$ cat src/rtl/dispatch_ctrl.sv
// dispatch_ctrl: routes one decoded instruction per cycle to its reservation
// station and allocates a ROB tag. An instruction that cannot dispatch is
// parked in a one-entry hold register and decode is stalled until it goes.
//
// Optional feature: define DISPATCH_PERF_EN to add the perf_stall_cyc and
// perf_disp_cnt saturating performance counters and their ports.
//
// state | meaning
// ------+-----------------------------------------------------------------
// RUN   | dispatch source is the decode inputs
// HOLD  | a blocked instruction sits in the hold register; decode stalled
module dispatch_ctrl #(
    parameter int ROB_DEPTH = 16,
    parameter int TAG_W     = $clog2(ROB_DEPTH)
) (
    input  logic             clk,
    input  logic             rst_n,
    input  logic             flush,
    input  logic             dec_valid,
    input  logic [2:0]       dec_ftype,
    input  logic [1:0]       dec_mem_op,
    input  logic [4:0]       dec_rd,
    input  logic [4:0]       rs_ready,
    input  logic             rob_commit,
    output logic [4:0]       rs_push,
    output logic [TAG_W-1:0] disp_tag,
    output logic [4:0]       disp_rd,
    output logic             dec_stall,
    output logic [TAG_W:0]   rob_count
`ifdef DISPATCH_PERF_EN
    ,
    output logic [31:0]      perf_stall_cyc,
    output logic [31:0]      perf_disp_cnt
`endif
);

    typedef enum logic {RUN = 1'b0, HOLD = 1'b1} state_e;

    localparam logic [TAG_W:0] ROB_FULL = (TAG_W+1)'(ROB_DEPTH);

    state_e           state_q, state_d;
    logic [4:0]       hold_cls_q, hold_cls_d;
    logic [4:0]       hold_rd_q, hold_rd_d;
    logic [TAG_W-1:0] tail_q, tail_d;
    logic [TAG_W:0]   count_q, count_d;

    logic [4:0] dec_cls;
    logic [4:0] src_cls;
    logic [4:0] src_rd;
    logic       disp_ok;
    logic       commit_ok;

    // Map decode fields to a one-hot class; memory ops override ftype, misc is 0.
    function automatic logic [4:0] class_of(input logic [2:0] ftype, input logic [1:0] mem_op);
        logic [4:0] cls;
        cls = 5'b00000;
        if (mem_op != 2'b00) begin
            cls = 5'b10000;
        end else begin
            case (ftype)
                3'd1:    cls = 5'b00001;
                3'd2:    cls = 5'b00010;
                3'd3:    cls = 5'b00100;
                3'd4,
                3'd5:    cls = 5'b01000;
                default: cls = 5'b00000;
            endcase
        end
        return cls;
    endfunction

    // Select dispatch source and decide whether it goes this cycle. Occupancy
    // is tested before this cycle's commit, so a full ROB never dispatches.
    // Outputs are forced quiet while reset is held.
    always_comb begin
        dec_cls   = dec_valid ? class_of(dec_ftype, dec_mem_op) : 5'b00000;
        src_cls   = (state_q == HOLD) ? hold_cls_q : dec_cls;
        src_rd    = (state_q == HOLD) ? hold_rd_q  : dec_rd;
        disp_ok   = rst_n && !flush && (count_q < ROB_FULL) && ((src_cls & rs_ready) != 5'b00000);
        commit_ok = rob_commit && (count_q != '0);
        rs_push   = disp_ok ? src_cls : 5'b00000;
        disp_rd   = disp_ok ? src_rd  : 5'b00000;
        disp_tag  = tail_q;
    end

    // Next-state logic for the RUN/HOLD FSM, hold register, tail and occupancy.
    always_comb begin
        state_d    = state_q;
        hold_cls_d = hold_cls_q;
        hold_rd_d  = hold_rd_q;
        tail_d     = tail_q;
        count_d    = count_q;
        if (flush) begin
            state_d    = RUN;
            hold_cls_d = 5'b00000;
            hold_rd_d  = 5'b00000;
            tail_d     = '0;
            count_d    = '0;
        end else begin
            case (state_q)
                RUN: begin
                    if ((dec_cls != 5'b00000) && !disp_ok) begin
                        state_d    = HOLD;
                        hold_cls_d = dec_cls;
                        hold_rd_d  = dec_rd;
                    end
                end
                HOLD: begin
                    if (disp_ok) begin
                        state_d    = RUN;
                        hold_cls_d = 5'b00000;
                        hold_rd_d  = 5'b00000;
                    end
                end
                default: state_d = RUN;
            endcase
            if (disp_ok) begin
                tail_d = tail_q + TAG_W'(1);
            end
            if (disp_ok && !commit_ok) begin
                count_d = count_q + (TAG_W+1)'(1);
            end else if (!disp_ok && commit_ok) begin
                count_d = count_q - (TAG_W+1)'(1);
            end
        end
    end

    // State registers; reset discards any held instruction.
    always_ff @(posedge clk or negedge rst_n) begin
        if (!rst_n) begin
            state_q    <= RUN;
            hold_cls_q <= 5'b00000;
            hold_rd_q  <= 5'b00000;
            tail_q     <= '0;
            count_q    <= '0;
        end else begin
            state_q    <= state_d;
            hold_cls_q <= hold_cls_d;
            hold_rd_q  <= hold_rd_d;
            tail_q     <= tail_d;
            count_q    <= count_d;
        end
    end

    assign dec_stall = (state_q == HOLD);
    assign rob_count = count_q;

`ifdef DISPATCH_PERF_EN
    logic [31:0] perf_stall_q, perf_disp_q;

    // Saturating stall/dispatch counters; only reset clears them, not flush.
    always_ff @(posedge clk or negedge rst_n) begin
        if (!rst_n) begin
            perf_stall_q <= '0;
            perf_disp_q  <= '0;
        end else begin
            if ((state_q == HOLD) && (perf_stall_q != 32'hFFFF_FFFF)) begin
                perf_stall_q <= perf_stall_q + 32'd1;
            end
            if (disp_ok && (perf_disp_q != 32'hFFFF_FFFF)) begin
                perf_disp_q <= perf_disp_q + 32'd1;
            end
        end
    end

    assign perf_stall_cyc = perf_stall_q;
    assign perf_disp_cnt  = perf_disp_q;
`endif

endmodule

$ cat config.mk
export PLATFORM = sky130hd
export DESIGN_NAME = dispatch_ctrl
export DESIGN_NICKNAME = d
export VERILOG_FILES = /design/src/rtl/dispatch_ctrl.sv
export SDC_FILE = /design/constraint.sdc
export NUM_CORES = 1
export LEC_CHECK = 0
export CAP_MARGIN = 0
export CELL_PAD_IN_SITES_DETAIL_PLACEMENT = 0
export CELL_PAD_IN_SITES_GLOBAL_PLACEMENT = 1
export CORE_AREA = 2 2 56 79
export DETAILED_ROUTE_END_ITERATION = 16
export DIE_AREA = 0 0 58 81
export PLACE_DENSITY_LB_ADDON = 0.1
export SETUP_SLACK_MARGIN = 0.4
export SYNTH_ARGS = -nofsm -noshare
export SYNTH_HDL_FRONTEND = slang
export SYNTH_SLANG_ARGS = --single-unit
$ cat constraint.sdc
create_clock -name clk -period 5.5 [get_ports clk]
set_input_delay 0.825 -clock clk [delete_from_list [all_inputs] [get_ports clk]]
set_output_delay 0.825 -clock clk [all_outputs]
set_load 0.02 [all_outputs]
==> flow_summary.toml, run 1 <==
[final_layout]
final_area_um2 = 1930
drive_above_1_share_pct = 6.70
syn2layout_area_growth_pct = 32.8
final_common_cell = "clkdlybuf4s50_1"
antenna_cells = 0
nets = 236
final_cell_mix = "clkdlybuf4s50_1 (39), nand2_1 (32), dfrtp_1 (20), a21oi_1 (17), nor2_1 (12)"

[timing]
finalHoldViolCount = 0
setup_violations = 0
worst_pin_slew_ps = 805
clock_skew_ps = 6.08
fin_crit_ps = 4360
final.setup.tns_ps = 0
period_share_pct = 79.3
slew_headroom_pct = 46.3
max_freq_mhz = 229
report.final.slew_viol_count = 0
grt_setup_unrepaired = "false"

[min_path]
min_path_type = "flop to flop"

[run_status]
status = "complete, no violations"

[clock_network]
clock_latency_ps = 260
cts_tree = "built"
cts_setup_buffers = 0
h-tree-depth = 1
cts.root.buffer_cell = "clkbuf_8"
cts_buffers = 3
clockBufferDepth = 2
clock_sinks = 20
cts.reportedPaths.clkPinSlew_ps = 80
postCtsHoldBufs = 0
cts_resized = 0

[worst_setup_path]
r2r_slack_ps = 2150
worstPathRequired_ps = 4680
endpoint_kind = "output port"
cp_data_arrival_time_ps = 3540
worstPathCellList = "clkdlybuf4s50_1 > nor4_2 > and3_2 > a221oi_2 > a21o_1 > nor2_1 > clkdlybuf4s50_1"
worstSetupStartpoint = "dec_ftype[1]"
slowest_stage = "a21o_1"
r2r-start = "dec_stall"
rr_worst_depth = 11
critical_path.max_stage_delay_ps = 700
cp_common_cell = "clkdlybuf4s50_1"
timing.rr.end = "rob_count[4]"
crit_type = "input port to output port"
crit_path_end = "rs_push[2]"
crit_fanout = 26
start_kind = "input port"

[detailed_routing]
drc = 0
via_per_inst = 5.70
routedWlPerCell_um = 14.6
vias = 1449
antenna_left = 0
wl_um = 3710
drt_iter0_markers = 69
dr.pass1.iters = 4

[logic_synthesis]
synth_edf_count = 0
synth_area_leaders = "dfrtp_1 (34%), nand2_1 (8.2%), a21oi_1 (5.8%)"
ys_seq_elements = 20
syn_avg_cell_area_um2 = 8.42
ys_seq_area_share_pct = 34.4
synth_top_area_cell = "dfrtp_1"
syn-num-nets = 199
syn-cell-area_um2 = 1460
ys.flop_type = "dfrtp_1"
ys_types = 42
yosys_warnings = 0
synth_top_area_share_pct = 34.4
syn-instance-count = 173
synthArstFlopShare_pct = 100

[global_route]
grt_pass1_wl_um = 6240
grtUsageTotal_pct = 16.8
antenna_found_initial = 0
overflow = 0
grt_pass1_vias = 1422
grt_max_degree = 28

[floorplanning]
initial_utilization_pct = 35.8
ios = 40
die_h_um = 81
die_area_um2 = 4700
dieWidth_um = 58
num_rows = 28
core_area_um2 = 4060

[placed_design]
placed_area_um2 = 1860
gp_congestion = 0.773
port_buffers = 39
dpl.hpwl_um = 2630

[power]
p_per_area_nw_per_um2 = 311
p_leak_uw = 0.000759
peakVddDrop_uv = 268

[job]
timing.max_cap.violations = 0
[kinds of logic (layout without fill, tap and decap cells)]
logic type	after synthesis	after routing	synth area share [%]
flip-flops	20	20	34.4
AO/OA/AOI/OAI	51	51	21.7
AND/OR/NAND/NOR	77	77	28.0
multiplexers	3	3	2.06
adder cells (fa/ha/maj)	6	6	5.67
buffers and inverters	12	48	4.81
XOR/XNOR	4	4	3.35
[Yosys cell counts, types with 3 or more instances]
master    instances
nand2_1          32
dfrtp_1          20
a21oi_1          17
nor2_1           12
o21ai_0          11
clkbuf_1          5
ha_1              5
nand4_1           5
nand4b_1          5
o22ai_1           5
nand2b_1          4
a21o_1            3
buf_6             3
mux2i_1           3
nand3_1           3
or4_1             3
xnor2_1           3
[through the flow]
stage / std cells / hold slack, ps / setup WS (ps) / utilization (%) / total power (uW)
5_1_grt: 254 / 520 / 909 / 47.6 / 645
3_3_place_gp: 250 / 466 / 1210 / 45.8 / 452
4_1_cts: 254 / 484 / 1130 / 47.6 / 609
2_1_floorplan: 173 / 497 / 2150 / - / 368
6_report: 254 / 475 / 1140 / 47.6 / 602
3_5_place_dp: 250 / 472 / 1140 / 45.8 / 458
[critical path: cells and delay by family]
kind	cells	cell delay [ps]
AO/OA/AOI/OAI	2	1020
AND/OR/NAND/NOR	3	480
buffers and inverters	2	1190
[state kept, by name (all words and copies together) (netlist names)]
name,cells
hold_cls_q,5
hold_rd_q,5
rob_count,5
disp_tag,4
dec_stall,1
[final cells by class]
type / instances / area, um2
clock inverters: 1 / 30.0
clock buffers: 3 / 41.3
inverters: 2 / 7.51
multi-input cells: 141 / 886
repair buffers: 42 / 413
fillers: 414 / 2130
well taps: 45 / 56.3
flip-flops and latches: 20 / 500
[power by group]
group	switching (uW)	total (uW)	internal (uW)
sequential	28.2	195	167
clock	51.1	148	97.1
combinational	134	259	125
[metal layers]
layer	GRT usage, %	vias to the layer above	part of all wire (%)	wire length (um)
li1	-	708	-	-
met1	20.7	700	44	1620
met2	29.8	39	51	1890
met3	2.23	2	4.4	162
met4	5.81	0	0.78	29
met5	0	-	0	0
[worst min-delay path by stage]
stage / from / end / slack [ps] / cells past startpoint
after floorplan: hold_cls_q[4] / hold_cls_q[4] / 500 / 2
after global placement: disp_tag[3] / disp_tag[3] / 470 / 1
after detailed placement: disp_tag[3] / disp_tag[3] / 470 / 1
after CTS: disp_tag[3] / disp_tag[3] / 480 / 1
after global routing: disp_tag[2] / disp_tag[2] / 520 / 1
final: disp_tag[3] / disp_tag[3] / 480 / 1
No activity file was read; power rests on OpenSTA's default activity.
==> run 2: changes to the inputs <==
- CORE_AREA: 2 2 56 79 -> 2 2 58 82
- DIE_AREA: 0 0 58 81 -> 0 0 60 84
- clock period: 5.5 -> 4.3 ns (I/O delays scaled with it)
==> run 2 against run 1 <==
Compared with the run above:
- cell area rose by 1.9%
- critical path type unchanged
- largest power group unchanged
- worst hold slack better by 7.0 ps
- final cell count increased by 7.5%
- die area grew 7.3%
- clock-buffer cell count stayed put
- utilization is 2.7 points lower
- worst setup slack worse by 480 ps
- largest cell class unchanged
- wire length grew 7.9%
- sequential share of layout area is 0.49 points lower
- global-route usage down 0.34 points
==> flow_summary.toml, run 2 (synthesis gave the netlist of run 1 again) <==
[final_layout]
regArea_um2 = 500
multi_input_area_um2 = 887
final_common_cell = "clkdlybuf4s50_1"
syn2layout_area_growth_pct = 35.4
fillCellCount = 447
antenna_cells = 0
final_cell_mix = "clkdlybuf4s50_1 (39), nand2_1 (32), dfrtp_1 (20), a21oi_1 (17), nor2_1 (12)"
drive_above_1_share_pct = 8.06
nets = 238

[detailed_routing]
dr.pass1.iters = 4
drc = 0
via_per_inst = 5.41
routedWlPerCell_um = 14.6
vias = 1478
wl_um = 4000
antenna_left = 0
drt_iter0_markers = 74

[worst_setup_path]
cp_data_arrival_time_ps = 3000
critical_path.max_stage_delay_ps = 620
path_buf_inv = 2
worstPathCellList = "clkdlybuf4s50_1 > nor4_2 > and3_2 > a221oi_2 > a21o_2 > a21oi_1 > clkdlybuf4s50_1"
start_kind = "input port"
crit_fanout = 18
cp_common_cell = "clkdlybuf4s50_1"
crit_type = "input port to output port"
worstPathRequired_ps = 3650
slowest_stage = "clkdlybuf4s50_1"
crit_family = "buffers and inverters"
endpoint_kind = "output port"
rr_worst_depth = 9
r2r-start = "rob_count[1]"
worstSetupStartpoint = "dec_ftype[1]"
timing.rr.end = "rob_count[3]"
r2r_slack_ps = 1260

[global_route]
grt_max_degree = 27
antenna_found_initial = 0
grtUsageMet3_pct = 1.86
grt_pass1_vias = 1452
met2_usage_pct = 28.3
grtUsageTotal_pct = 16.5
overflow = 0
grt_pass1_wl_um = 6590
use_met1_pct = 21.1
grt.busiest_layer = "met2"

[clock_network]
postCtsHoldBufs = 0
clock_sinks = 20
clock_latency_ps = 260
cts.root.buffer_cell = "clkbuf_8"
h-tree-depth = 1
cts.reportedPaths.clkPinSlew_ps = 80
cts_tree = "built"
clockBufferDepth = 2
cts_buffers = 3

[floorplanning]
num_rows = 29
initial_utilization_pct = 33.2
die_area_um2 = 5040
ios = 40
dieWidth_um = 60
die_h_um = 84
core_area_um2 = 4390

[min_path]
worstHoldStart = "disp_tag[3]"
min_path_type = "flop to flop"
whs_endpoint = "disp_tag[3]"
worstHoldPathCells = 1

[power]
peakVddDrop_uv = 120
p_per_area_nw_per_um2 = 395
p_leak_uw = 0.000767
total_power_uw = 780

[timing]
slew_headroom_pct = 53.5
setup_violations = 0
finalHoldViolCount = 0
report.final.slew_viol_count = 0
worst_pin_slew_ps = 698
period_share_pct = 84.7
max_freq_mhz = 274
final.setup.tns_ps = 0
fin_crit_ps = 3640
clock_skew_ps = 1.14
grt_setup_unrepaired = "false"

[placed_design]
gp_congestion = 0.866
dpl.hpwl_um = 2930
port_buffers = 39

[job]
timing.max_cap.violations = 0

[run_status]
status = "complete, no violations"
-- run 2: cell types whose count changed in the layout (fill, tap and decap cells not counted) --
cell,change
a21o_1,-1
a21o_2,+1
buf_4,+2
-- run 2: worst register-to-register path: stages (launching register included) --
cell and delay [ps]:
dfrtp_1 450, or4_1 580, o21ai_1 460, nand2_1 270
ha_1 390, a21oi_1 130, nand2_1 80, xnor2_1 130
or4_1 400, nand4_1 90
-- run 2: cell type report --
class	count	share of cell area, %
clock buffer	3	2.09
inverter	2	0.381
timing repair buffer	44	21.7
sequential	20	25.4
multi-input combinational	141	45.0
clock inverter	1	1.52
tap	62	3.93
-- run 2: per-layer routing --
layer  routed length, um  part of all wire, %
met1                1760                   44
met2                2040                   51
met3                 135                  3.4
met4                  59                  1.5
met5                   0                    0
-- run 2: timing repair --
action,in CTS,in global routing
endpoints found under the setup margin,0,10
setup buffers,0,0
gates resized for setup,0,1
-- run 2: worst max-delay path by stage --
stage	end	slack, ps	cells past startpoint
after floorplan	rob_count[3]	1130	13
after global routing	rs_push[3]	520	7
after CTS	rs_push[3]	480	7
final	disp_rd[0]	660	7
after global placement	rs_push[3]	520	7
after detailed placement	rs_push[3]	470	7
-- run 2: power breakdown --
| part | switching [uW] | leakage [uW] | internal [uW] |
|---|---|---|---|
| registers | 36.6 | 0.000272 | 213 |
| logic | 175 | 0.000460 | 161 |
| clock network | 70.5 | 0.0000357 | 124 |
-- run 2: metrics by stage --
step / hold WS [ps] / instance area (um2) / instances / setup slack [ps] / util (%)
6_report: 482 / 1970 / 273 / 657 / 44.9
5_1_grt: 518 / 1970 / 273 / 518 / 44.9
4_1_cts: 493 / 1970 / 273 / 475 / 44.9
3_5_place_dp: 482 / 1900 / 269 / 468 / 43.3
3_3_place_gp: 465 / 1900 / 269 / 516 / 43.3
2_1_floorplan: 349 / 1460 / 173 / 1130 / -
==> run 3: changes to the inputs <==
- clock period: 4.3 -> 3.7 ns (I/O delays scaled with it)
==> run 3 against run 2 <==
Compared with the run above:
- worst hold slack got worse by 8.2 ps
- global-route usage grew 0.38 points
- critical path depth stayed put
- utilization is 1.0 points higher
- clock power is 13% higher
- critical endpoint is now rs_push[2]
- final cell count up 1.5%
- largest cell class unchanged
- total power grew 18%
- worst setup slack worse by 37 ps
- combinational power rose by 22%
- first-iteration DRC count decreased by 1.4%
- via count rose by 0.61%
- clock-buffer cell count unchanged
==> flow_summary.toml, run 3 (synthesis gave the netlist of run 1 again) <==
[worst_setup_path]
r2r_slack_ps = 830
crit_path_end = "rs_push[2]"
cp_data_arrival_time_ps = 2520
worstPathRequired_ps = 3140
rr_worst_depth = 11
crit_type = "input port to output port"
crit_fanout = 19
worstSetupStartpoint = "dec_ftype[1]"
r2r-start = "dec_stall"
start_kind = "input port"
timing.rr.end = "rob_count[3]"
endpoint_kind = "output port"

[final_layout]
final_cell_mix = "nand2_1 (32), clkdlybuf4s50_1 (29), dfrtp_1 (20), a21oi_1 (17), nor2_1 (12)"
antenna_cells = 0
final_common_cell = "nand2_1"
syn2layout_area_growth_pct = 38.5
nets = 242
final_area_um2 = 2020
drive_above_1_share_pct = 9.77

[power]
p_per_area_nw_per_um2 = 456
p_leak_uw = 0.000857
peakVddDrop_uv = 132
total_power_uw = 919

[global_route]
grtUsageTotal_pct = 16.9
grt_max_degree = 27
grt_pass1_wl_um = 6610
overflow = 0
grt_pass1_vias = 1451
antenna_found_initial = 0

[clock_network]
postCtsHoldBufs = 0
cts.root.buffer_cell = "clkbuf_8"
cts.reportedPaths.clkPinSlew_ps = 80
clockBufferDepth = 2
clock_latency_ps = 260
clock_sinks = 20
h-tree-depth = 1
cts_resized = 11
cts_tree = "built"
cts_setup_buffers = 0
cts_buffers = 3

[detailed_routing]
drt_iter0_markers = 73
drc = 0
via_per_inst = 5.37
vias = 1487
dr.pass1.iters = 4
routedWlPerCell_um = 14.6
antenna_left = 0
wl_um = 4030

[timing]
max_freq_mhz = 325
final.setup.tns_ps = 0
grt_setup_unrepaired = "false"
fin_hold_ws_ps = 474
slew_headroom_pct = 60.4
fin_crit_ps = 3080
worst_pin_slew_ps = 590
report.final.slew_viol_count = 0
finalHoldViolCount = 0
clock_skew_ps = 1.14
setup_violations = 0
period_share_pct = 83.2

[placed_design]
dpl.hpwl_um = 2930
gp_congestion = 0.866
placed_area_um2 = 1930
port_buffers = 39

[floorplanning]
dieWidth_um = 60
core_area_um2 = 4390
initial_utilization_pct = 33.2
die_area_um2 = 5040
ios = 40
die_h_um = 84
num_rows = 29

[run_status]
status = "complete, no violations"

[job]
timing.max_cap.violations = 0

[min_path]
min_path_type = "flop to flop"
## run 3: cell count changes in the layout (fill, tap and decap cells not counted), sizes merged
cell	previous run	this run
dlymetal6s2s	0	1
dlygate4sd2	0	9
clkdlybuf4s50	39	29
buf	5	9
## run 3: report_power, final
group / switching (uW) / leakage [uW] / internal (uW) / total, uW
registers: 41.0 / 0.000272 / 248 / 289
logic: 211 / 0.000549 / 198 / 409
clock network: 76.5 / 0.0000357 / 144 / 221
## run 3: worst min path at each step
| stage | cells past startpoint | slack [ps] | from | to |
|---|---|---|---|---|
| 3_5_place_dp | 1 | 470 | disp_tag[3] | disp_tag[3] |
| 3_3_place_gp | 1 | 460 | disp_tag[3] | disp_tag[3] |
| 5_1_grt | 1 | 520 | disp_tag[3] | disp_tag[3] |
| 2_1_floorplan | 0 | 260 | rst_n | dec_stall |
| 6_report | 1 | 470 | disp_tag[3] | disp_tag[3] |
| 4_1_cts | 1 | 480 | disp_tag[3] | disp_tag[3] |
## run 3: area by class of cell
class,count,area (um2)
repair buffers,48,449
well taps,62,77.6
clock buffers,3,41.3
inverters,2,7.51
multi-input cells,141,911
fillers,449,2370
clock inverters,1,30.0
flip-flops and latches,20,500
## run 3: stage by stage
step           utilization, %  worst slack (ps)  std cells
2_1_floorplan               -               620        173
3_3_place_gp             43.9               175        273
3_5_place_dp             43.9               129        273
4_1_cts                  45.5               385        277
5_1_grt                  45.9               450        277
6_report                 45.9               620        277
## run 3: routing by layer
metal	wire length, um	share of wire [%]	track usage (%)	up-vias
li1	-	-	-	718
met4	104	2.6	7.47	0
met3	163	4.0	2.64	9
met1	1710	42	21.0	709
met5	0	0	0	-
met2	2050	51	27.7	51
## run 3: critical path, cell delays in order
cell and delay, ps:
clkdlybuf4s50_1 530, mux2i_1 340, nor4_4 90, a221oi_2 320, a21o_4 300, nor2_1 70
dlygate4sd2_1 320
